### config.mk
export PLATFORM = sky130hd
export DESIGN_NAME = fetch_stage_flat
export DESIGN_NICKNAME = d
export VERILOG_FILES = /design/src/rtl/fetch_pkg.sv /design/src/rtl/fetch_if.sv /design/src/rtl/ifid_reg.sv /design/src/rtl/fetch_stage.sv /design/src/flat_wrapper.sv
export SDC_FILE = /design/constraint.sdc
export NUM_CORES = 1
export LEC_CHECK = 0
export CORE_ASPECT_RATIO = 0.75
export CORE_MARGIN = 8
export CORE_UTILIZATION = 45
export DETAILED_ROUTE_END_ITERATION = 10
export PLACE_DENSITY = 0.78
export SLEW_MARGIN = 0
export SYNTH_ARGS = -nofsm -noshare
export SYNTH_HDL_FRONTEND = slang
export SYNTH_SLANG_ARGS = --single-unit
### constraint.sdc
create_clock -name Clk -period 7.4 [get_ports Clk]
set_clock_uncertainty 0.15 [all_clocks]
set_input_delay 1.11 -clock Clk [delete_from_list [all_inputs] [get_ports Clk]]
set_output_delay 1.11 -clock Clk [all_outputs]
set_load 0.01 [all_outputs]
### src/rtl/fetch_pkg.sv
// Shared definitions for the instruction-fetch stage.
//   state_t    : boot/run/halt FSM encoding
//   NOP        : default bubble instruction (sll $0,$0,0)
//   WORD_ALIGN : low PC bits forced onto redirect targets
package fetch_pkg;
  typedef enum logic [1:0] {
    BOOT = 2'd0,
    RUN  = 2'd1,
    HALT = 2'd2
  } state_t;

  localparam logic [31:0] NOP        = 32'h0000_0000;
  localparam logic [1:0]  WORD_ALIGN = 2'b00;
endpackage

### src/rtl/fetch_if.sv
// Fetch-stage signal bundle.
//   master : environment side (hazard unit, decode, imem) -- drives controls and imem data
//   slave  : fetch_stage side -- drives imem address, IF/ID contents, status and counters
interface fetch_if #(parameter int CNT_W = 16);
  logic             PCSTOP;
  logic             IDIF;
  logic             redirect_valid;
  logic [31:0]      redirect_pc;
  logic             halt_req;
  logic [31:0]      imem_rdata;
  logic [31:0]      imem_addr;
  logic [31:0]      ifid_instr;
  logic [31:0]      ifid_pc4;
  logic             ifid_valid;
  logic             halted;
  logic [CNT_W-1:0] stall_cycles;
  logic [CNT_W-1:0] flush_count;

  modport master (
    output PCSTOP, IDIF, redirect_valid, redirect_pc, halt_req, imem_rdata,
    input  imem_addr, ifid_instr, ifid_pc4, ifid_valid, halted, stall_cycles, flush_count
  );

  modport slave (
    input  PCSTOP, IDIF, redirect_valid, redirect_pc, halt_req, imem_rdata,
    output imem_addr, ifid_instr, ifid_pc4, ifid_valid, halted, stall_cycles, flush_count
  );
endinterface

### src/rtl/ifid_reg.sv
// IF/ID pipeline register.
//   Clk, Rst_n         : clock, async active-low reset
//   flush              : load a bubble (instr=NOP_INSTR, pc4=0, valid=0); beats load
//   load               : capture instr_in / pc4_in and mark valid
//   instr, pc4, valid  : registered IF/ID contents
module ifid_reg #(
  parameter logic [31:0] NOP_INSTR = 32'h0000_0000
) (
  input  logic        Clk,
  input  logic        Rst_n,
  input  logic        flush,
  input  logic        load,
  input  logic [31:0] instr_in,
  input  logic [31:0] pc4_in,
  output logic [31:0] instr,
  output logic [31:0] pc4,
  output logic        valid
);
  always_ff @(posedge Clk or negedge Rst_n) begin
    if (!Rst_n) begin
      instr <= NOP_INSTR;
      pc4   <= 32'd0;
      valid <= 1'b0;
    end else if (flush) begin
      instr <= NOP_INSTR;
      pc4   <= 32'd0;
      valid <= 1'b0;
    end else if (load) begin
      instr <= instr_in;
      pc4   <= pc4_in;
      valid <= 1'b1;
    end
  end
endmodule

### src/rtl/fetch_stage.sv
// Instruction-fetch stage: PC register, boot/run/halt FSM, next-PC selection,
// IF/ID register and saturating stall/flush counters.
//   Clk, Rst_n : clock, async active-low reset
//   bus        : fetch_if.slave -- hazard controls (PCSTOP, IDIF), decode redirect,
//                halt_req, imem port, IF/ID outputs, halted, counters
module fetch_stage
  import fetch_pkg::*;
#(
  parameter logic [31:0] RESET_PC  = 32'h0000_0000,
  parameter logic [31:0] NOP_INSTR = NOP,
  parameter int          CNT_W     = 16
) (
  input  logic   Clk,
  input  logic   Rst_n,
  fetch_if.slave bus
);
  localparam logic [CNT_W-1:0] CNT_MAX = {CNT_W{1'b1}};

  state_t           state;
  logic [31:0]      pc;
  logic [31:0]      pc_plus4;
  logic             halted;
  logic [CNT_W-1:0] stall_cnt;
  logic [CNT_W-1:0] flush_cnt;
  logic             ifid_flush;
  logic             ifid_load;

  assign pc_plus4 = pc + 32'd4;   // wraps naturally at 2^32

  always_ff @(posedge Clk or negedge Rst_n) begin
    if (!Rst_n) begin
      state     <= BOOT;
      pc        <= RESET_PC;
      halted    <= 1'b0;
      stall_cnt <= '0;
      flush_cnt <= '0;
    end else begin
      case (state)
        BOOT: begin
          pc    <= RESET_PC;
          state <= RUN;
        end
        RUN: begin
          // Redirect beats PCSTOP; a stalled cycle is only counted when no redirect.
          if (bus.redirect_valid) begin
            pc <= {bus.redirect_pc[31:2], WORD_ALIGN};
            if (flush_cnt != CNT_MAX) flush_cnt <= flush_cnt + 1'b1;
          end else if (bus.PCSTOP) begin
            if (stall_cnt != CNT_MAX) stall_cnt <= stall_cnt + 1'b1;
          end else begin
            pc <= pc_plus4;
          end
          if (bus.halt_req && !bus.PCSTOP) begin
            state  <= HALT;
            halted <= 1'b1;
          end
        end
        HALT: begin
          if (!bus.halt_req) begin
            state  <= RUN;
            halted <= 1'b0;
          end
        end
        default: begin
          state  <= BOOT;
          halted <= 1'b0;
        end
      endcase
    end
  end

  // Outside RUN the IF/ID register only ever takes bubbles.
  assign ifid_flush = (state != RUN) || bus.redirect_valid;
  assign ifid_load  = bus.IDIF;

  ifid_reg #(.NOP_INSTR(NOP_INSTR)) u_ifid (
    .Clk      (Clk),
    .Rst_n    (Rst_n),
    .flush    (ifid_flush),
    .load     (ifid_load),
    .instr_in (bus.imem_rdata),
    .pc4_in   (pc_plus4),
    .instr    (bus.ifid_instr),
    .pc4      (bus.ifid_pc4),
    .valid    (bus.ifid_valid)
  );

  assign bus.imem_addr    = pc;
  assign bus.halted       = halted;
  assign bus.stall_cycles = stall_cnt;
  assign bus.flush_count  = flush_cnt;
endmodule

### src/flat_wrapper.sv
// flat-port wrapper written by rule: the top's interface ports become plain ports
module fetch_stage_flat import fetch_pkg::*;
#(
  parameter logic [31:0] RESET_PC  = 32'h0000_0000,
  parameter logic [31:0] NOP_INSTR = NOP,
  parameter int          CNT_W     = 16
)
  (Clk, Rst_n, bus_PCSTOP, bus_IDIF, bus_redirect_valid, bus_redirect_pc, bus_halt_req, bus_imem_rdata, bus_imem_addr, bus_ifid_instr, bus_ifid_pc4, bus_ifid_valid, bus_halted, bus_stall_cycles, bus_flush_count);
  fetch_if #(.CNT_W(CNT_W)) bus_i ();
  input  logic Clk;
  input  logic Rst_n;
  input wire logic [$bits(bus_i.PCSTOP)-1:0] bus_PCSTOP;
  input wire logic [$bits(bus_i.IDIF)-1:0] bus_IDIF;
  input wire logic [$bits(bus_i.redirect_valid)-1:0] bus_redirect_valid;
  input wire logic [$bits(bus_i.redirect_pc)-1:0] bus_redirect_pc;
  input wire logic [$bits(bus_i.halt_req)-1:0] bus_halt_req;
  input wire logic [$bits(bus_i.imem_rdata)-1:0] bus_imem_rdata;
  output wire logic [$bits(bus_i.imem_addr)-1:0] bus_imem_addr;
  output wire logic [$bits(bus_i.ifid_instr)-1:0] bus_ifid_instr;
  output wire logic [$bits(bus_i.ifid_pc4)-1:0] bus_ifid_pc4;
  output wire logic [$bits(bus_i.ifid_valid)-1:0] bus_ifid_valid;
  output wire logic [$bits(bus_i.halted)-1:0] bus_halted;
  output wire logic [$bits(bus_i.stall_cycles)-1:0] bus_stall_cycles;
  output wire logic [$bits(bus_i.flush_count)-1:0] bus_flush_count;
  assign bus_i.PCSTOP = bus_PCSTOP;
  assign bus_i.IDIF = bus_IDIF;
  assign bus_i.redirect_valid = bus_redirect_valid;
  assign bus_i.redirect_pc = bus_redirect_pc;
  assign bus_i.halt_req = bus_halt_req;
  assign bus_i.imem_rdata = bus_imem_rdata;
  assign bus_imem_addr = bus_i.imem_addr;
  assign bus_ifid_instr = bus_i.ifid_instr;
  assign bus_ifid_pc4 = bus_i.ifid_pc4;
  assign bus_ifid_valid = bus_i.ifid_valid;
  assign bus_halted = bus_i.halted;
  assign bus_stall_cycles = bus_i.stall_cycles;
  assign bus_flush_count = bus_i.flush_count;
  fetch_stage #(.RESET_PC(RESET_PC), .NOP_INSTR(NOP_INSTR), .CNT_W(CNT_W)) u_core (.Clk(Clk), .Rst_n(Rst_n), .bus(bus_i));
endmodule
* Word level (Yosys, flattened, before mapping)
Index checks and enable logic that the tools add are counted.
** Word-level totals
- Register bits :: 132
- Input port bits :: 70
- Output and inout port bits :: 130
** Cells by class
- Add/sub/neg operators :: 3
- Eq/ne operators :: 8
- Muxes and demuxes :: 15
- Bitwise operators :: 2
- Reductions and logical operators :: 11
** Operators by type and width (count)
- $mux W32 :: 6
- $pmux W32 S2 :: 1
- $add A16 B1 Y16 const B :: 2
- $add A32 B3 Y32 const B :: 1
- $ne A16 B16 Y1 const B :: 2
- $pmux W2 S3 :: 1
- $reduce_and A3 Y1 :: 2
- $mux W1 :: 4
- $mux W2 :: 2
- $ne A2 B1 Y1 const B :: 2
- $reduce_and A2 Y1 :: 2
- $reduce_and A4 Y1 :: 1
- $reduce_bool A2 Y1 :: 2
- $ne A3 B3 Y1 const B :: 1
- $pmux W1 S3 :: 1
- $eq A2 B1 Y1 const B :: 1
- $eq A2 B2 Y1 const B :: 1
- $logic_not A2 Y1 :: 1
- $ne A2 B2 Y1 const B :: 1
- $not A1 Y1 :: 2
- $logic_and A1 B1 Y1 :: 1
- $logic_not A1 Y1 :: 1
- $logic_or A1 B1 Y1 :: 1

* Depth between registers and ports, before layout
- Depth in word-level cells :: 4
- Depth in mapped cells :: 7
- Mapped depth without buffers :: 6

* By module
A second synthesis with hierarchy kept.
** Second synthesis, totals
- Cells, all modules :: 618
- Area total of the unflattened synthesis :: 6480.0 sq um
** By module, submodules not included
- fetch_stage :: instances 1, cells each 409, area an instance 3842.4 sq um
- ifid_reg :: instances 1, cells each 209, area an instance 2637.5 sq um

* Least setup slack after synthesis
No wires, ideal clock.
- Kind :: input to register
- Start point :: input bus_redirect_valid
- End point :: register u_core.u_ifid.pc4[11]
- Library setup time :: 0.077 ns
- Data arrival time :: 2.266 ns
- Data required time :: 7.173 ns
- Setup slack :: 4.906 ns
- Stages on the path :: 5
- Buffers on the path :: 2
- Cells stage by stage :: nor3b_1 > clkbuf_1 > clkbuf_1 > o21ai_0 > a21oi_1
** On the way
- Cells in the longest elaborated chain, start to end :: 2
- Elaborated cells on any way between the ends :: 3
** RTL lines
- start, declared :: RTL line flat_wrapper.sv:14 : input wire logic [$bits(bus_i.redirect_valid)-1:0] bus_redirect_valid;
- $logic_or A1 B1 Y1 * :: RTL line fetch_stage.sv:73 : assign ifid_flush = (state != RUN) || bus.redirect_valid;
- $mux W32 or $reduce_bool A2 Y1 (tied branches)
- end signal, assigned :: RTL line ifid_reg.sv:30 : pc4 <= pc4_in;
- end, declared :: RTL line ifid_reg.sv:16 : output logic [31:0] pc4,
Every way passes the cells marked *; elsewhere a longest branch is shown, timed or not.
A chain may end at the register's enable or synchronous reset.

* Worst setup path after layout
- Start point :: input bus_redirect_valid
- End point :: register u_core.pc[30], in the netlist u_core.bus.imem_addr[30]
** On the way
- Cells in the longest elaborated chain, start to end :: 2
- Elaborated cells on any way between the ends :: 4
** RTL lines
- $mux W32 or $ne A3 B3 Y1 (tied branches)
- $pmux W32 S2 or $reduce_and A2 Y1 (tied branches)
- end signal, assigned :: RTL line fetch_stage.sv:46 : pc <= {bus.redirect_pc[31:2], WORD_ALIGN};
- end signal, assigned :: RTL line fetch_stage.sv:51 : pc <= pc_plus4;
- end, declared :: RTL line fetch_stage.sv:20 : logic [31:0] pc;
Parallel ways exist; a longest one is shown, timed or not.

==> metrics.md <==
| Metric | Value |
|---|---|
| Crit start category | `primary input` |
| CTS Root Cell | `clkbuf_16` |
| Inserted Clock Buffers | `17` |
| Global-route wire length before repair | `29900 um` |
| Critical path capture point type | `flop` |
| WS Path Type | `primary input to flop` |
| Routing usage on met1 | `26.4%` |
| Register-to-register path setup slack | `4.41 ns` |
| Final TNS setup | `0 ns` |
| Die width | `152 um` |
| Worst-case reg-to-reg path depth | `6` |
| CP top delay family | `buffers and inverters` |
| Buf+Inv Stages, Crit Path | `2` |
| Cell variety after synth | `55` |
| Clock power share | `36.2%` |
| Max Root-Sink Buffers | `2` |
| Die H | `118 um` |
| FILL cells | `1080` |
| Mapped Cells | `624` |
| Post-synthesis cell area | `0.00623 mm2` |
| Area leader, netlist | `dfrtp_1` |
| Share of post-route cells with drive strength above 1 | `5.64%` |
| Ys Warns | `0` |
| Met3 global-route usage | `5.95%` |
| Starting Density | `45.8%` |
| CTS Hold Buffers Added | `0` |
| Post-synth ARST share | `100%` |
| Worst vdd ir | `185 uV` |
| Static Leak | `3.71 nW` |
| Post-CTS Setup Bufs | `0` |
| Port bufs | `193` |
| CTS H-tree lvls | `4` |
| Synthesized area per cell | `9.99 um2` |
| Busiest grt layer | `met2` |
| Final wirelength | `18700 um` |
| IO Count | `200` |
| Synth Flop Type | `dfrtp_1` |
| GP Congestion | `0.876` |
| Clock Sinks | `128` |
| Max stage delay on crit path | `0.61 ns` |
| Max-cap violation count | `0` |
| RSZ-0062 raised after global routing | `false` |
| Fin crit share | `41.1%` |
| Multi-input gate area in the final layout | `0.00286 mm2` |
| Pin slew with the least headroom to its limit | `1.07 ns` |
| Worst path cell trace | `clkdlybuf4s50_1, nor2_1, nand2_2, buf_4, nand2_1, o211ai_1, o311ai_0` |
| Hold-critical path depth | `1` |
| Vias in the first global route | `5386` |
| PwrDens | `252 mW/mm2` |
| FMAX | `328 MHz` |
| Required time of the critical path | `7.51 ns` |
| Slew Viols, Final | `0` |
| Pre-CTS WS | `3.94 ns` |
| Core ar. | `0.0136 mm2` |
| Combinational share of power | `23.2%` |
| Post-route DRC violation count | `0` |
| GR Overflow Total | `0` |
| Worst hold start | `u_core.bus.flush_count[14]$_DFFE_PN0P_` |
| Switching pwr | `643 uW` |
| Worst path arrival time | `3.15 ns` |
| Vias | `5505` |
| Routed WL per cell | `18.8 um` |
| Slew margin rel. | `28.4%` |
| Cell count after placement | `961` |
| Vias per cell | `5.55` |
| Total power | `2.24 mW` |
| Final hold viol count | `0` |
| Seq pwr share | `40.6%` |
| Setup Viol. Count Final | `0` |
| NumNets Final | `878` |
| CP Max Fanout | `69` |
| CP max-delay cell | `clkdlybuf4s50_1` |
| Met2 Use GR | `32.6%` |
| CTS tree | `done` |
| Non-filler cells, final | `991` |
| Initial antenna violation count | `0` |
| ANT nets after route | `0` |
| Hold path endpoint | `u_core.bus.flush_count[14]$_DFFE_PN0P_` |
| P_int | `1.59 mW` |
| Clock latency at the later pin of the worst-skew pair | `0.41 ns` |
| Final WS setup | `4.36 ns` |
| Worst Hold Class | `flop to flop` |
| Die area | `0.0179 mm2` |
| DP HPWL | `13200 um` |
| Initial DRC count | `414` |
| R2R Path End | `u_core.bus.imem_addr[30]$_DFFE_PN0P_` |
| Finished Core Util | `65.1%` |
| GRT Overall Usage | `20.5%` |
| PostCTS Resize Cnt | `0` |
| Standard-cell rows | `37` |
| Worst-path clk slew | `0.05 ns` |
| Sw frac | `28.8%` |
| DRT Pass-1 Iters | `4` |
| Part of the Yosys area used for sequential elements | `51.4%` |
| ANT cells | `0` |
| Status | `completed` |
| Largest net degree at the start of global routing | `92` |
| P&R area growth vs syn | `42.2%` |
| Synth area leaders | `dfrtp_1 (51%), mux2i_1 (5.5%), xnor2_1 (4.4%), nor2_1 (3.8%), o21ai_0 (3.5%)` |
| Top cell type's share of synthesized area | `51.4%` |
| R2r startpoint | `u_core.bus.imem_addr[2]$_DFFE_PN0P_` |
| Register Area | `0.00320 mm2` |
| EDFF count, synth | `0` |
| Seq cells post-synth | `128` |
| Tmin final | `3.04 ns` |
-- state kept, by name, indices dropped and copies added, names as in the netlist --
name                     count
u_core.bus.imem_addr        30
u_core.u_ifid.instr         32
u_core.u_ifid.valid          1
u_core.bus.stall_cycles     16
u_core.bus.flush_count      16
u_core.u_ifid.pc4           30
u_core.bus.halted            1
u_core.state                 2
-- routing by layer --
metal,wire (um),up-vias
met5,0,-
met4,259,0
met3,1160,20
met2,8890,171
met1,8340,2702
li1,-,2612
-- power by group through the flow --
stage	Sequential, mW	Combinational (mW)	Clock, mW
after global routing	0.923	0.563	0.857
after floorplan	0.927	0.205	0
after CTS	0.906	0.525	0.821
after detailed placement	0.915	0.520	0
after global placement	0.907	0.510	0
final	0.908	0.519	0.810
-- cells in the mapped netlist (6+ instances only) --
library cell,count
o21ai_0,43
clkbuf_1,28
nor4_1,11
a21oi_1,35
nand4_1,17
mux2i_1,34
and3_1,10
inv_1,7
a22oi_1,10
a211oi_1,6
xor2_1,24
xnor2_1,31
nor3_1,12
nor2_1,63
nand3_1,30
nand2_1,45
dfrtp_1,128
-- layout make-up --
| class | count | area share [%] |
|---|---|---|
| clock buffers | 26 | 6.09 |
| clock inverters | 4 | 0.537 |
| inverters | 7 | 0.297 |
| multi-input cells | 453 | 32.3 |
| flip-flops and latches | 128 | 36.1 |
| well taps | 175 | 2.47 |
| repair buffers | 198 | 22.2 |
-- cells in the final DEF, fill, tap and decap left out, drive strengths merged, types with 4 or more instances in the layout --
| cell type | count |
|---|---|
| a211oi | 6 |
| a22o | 5 |
| nor2b | 5 |
| inv | 7 |
| buf | 7 |
| nor2 | 63 |
| a21oi | 35 |
| conb | 4 |
| or4 | 4 |
| clkbuf | 26 |
| nand2 | 45 |
| o21ai | 43 |
| and4 | 5 |
| xor2 | 24 |
| nand4 | 18 |
| a22oi | 10 |
| or3 | 4 |
| o211ai | 5 |
| dfrtp | 128 |
| xnor2 | 31 |
| and3 | 10 |
| nor3 | 12 |
| nor4 | 12 |
| clkdlybuf4s50 | 191 |
| mux2i | 34 |
| nand3 | 30 |
| o311ai | 4 |
| o22ai | 4 |
-- worst max path at each step --
stage	start	end	slack, ns	depth (start not counted)
3_5_place_dp	bus_redirect_valid	u_core.bus.imem_addr[30]$_DFFE_PN0P_	3.94	7
3_3_place_gp	bus_redirect_valid	u_core.bus.flush_count[10]$_DFFE_PN0P_	4.01	7
6_report	bus_redirect_valid	u_core.bus.imem_addr[30]$_DFFE_PN0P_	4.36	7
2_1_floorplan	bus_redirect_valid	u_core.u_ifid.pc4[11]$_DFFE_PN0P_	4.91	5
5_1_grt	bus_redirect_valid	u_core.bus.flush_count[10]$_DFFE_PN0P_	4.20	7
4_1_cts	bus_redirect_valid	u_core.bus.imem_addr[30]$_DFFE_PN0P_	4.37	7
-- per-stage QoR --
step	cell area [um2]	hold slack, ns
floorplan	6240	0.371
global placement	8270	0.334
detailed placement	8270	0.333
CTS	8860	0.344
global route	8860	0.356
finish	8860	0.345
-- kinds of logic (layout without fill, tap and decap cells) --
kind of cell	after synthesis	in the layout	share of synthesized area, %
DFF	128	128	51.4
and+or+nand+nor	216	216	17.2
AOI/OAI and AO/OA	139	139	14.1
buffers and inverters	46	235	3.05
other	1	4	0.0602
muxes	36	36	5.82
adders and majority gates	3	3	0.602
xor gates and xnor gates	55	55	7.73
Note: power is estimated with default switching activity, not from simulation.
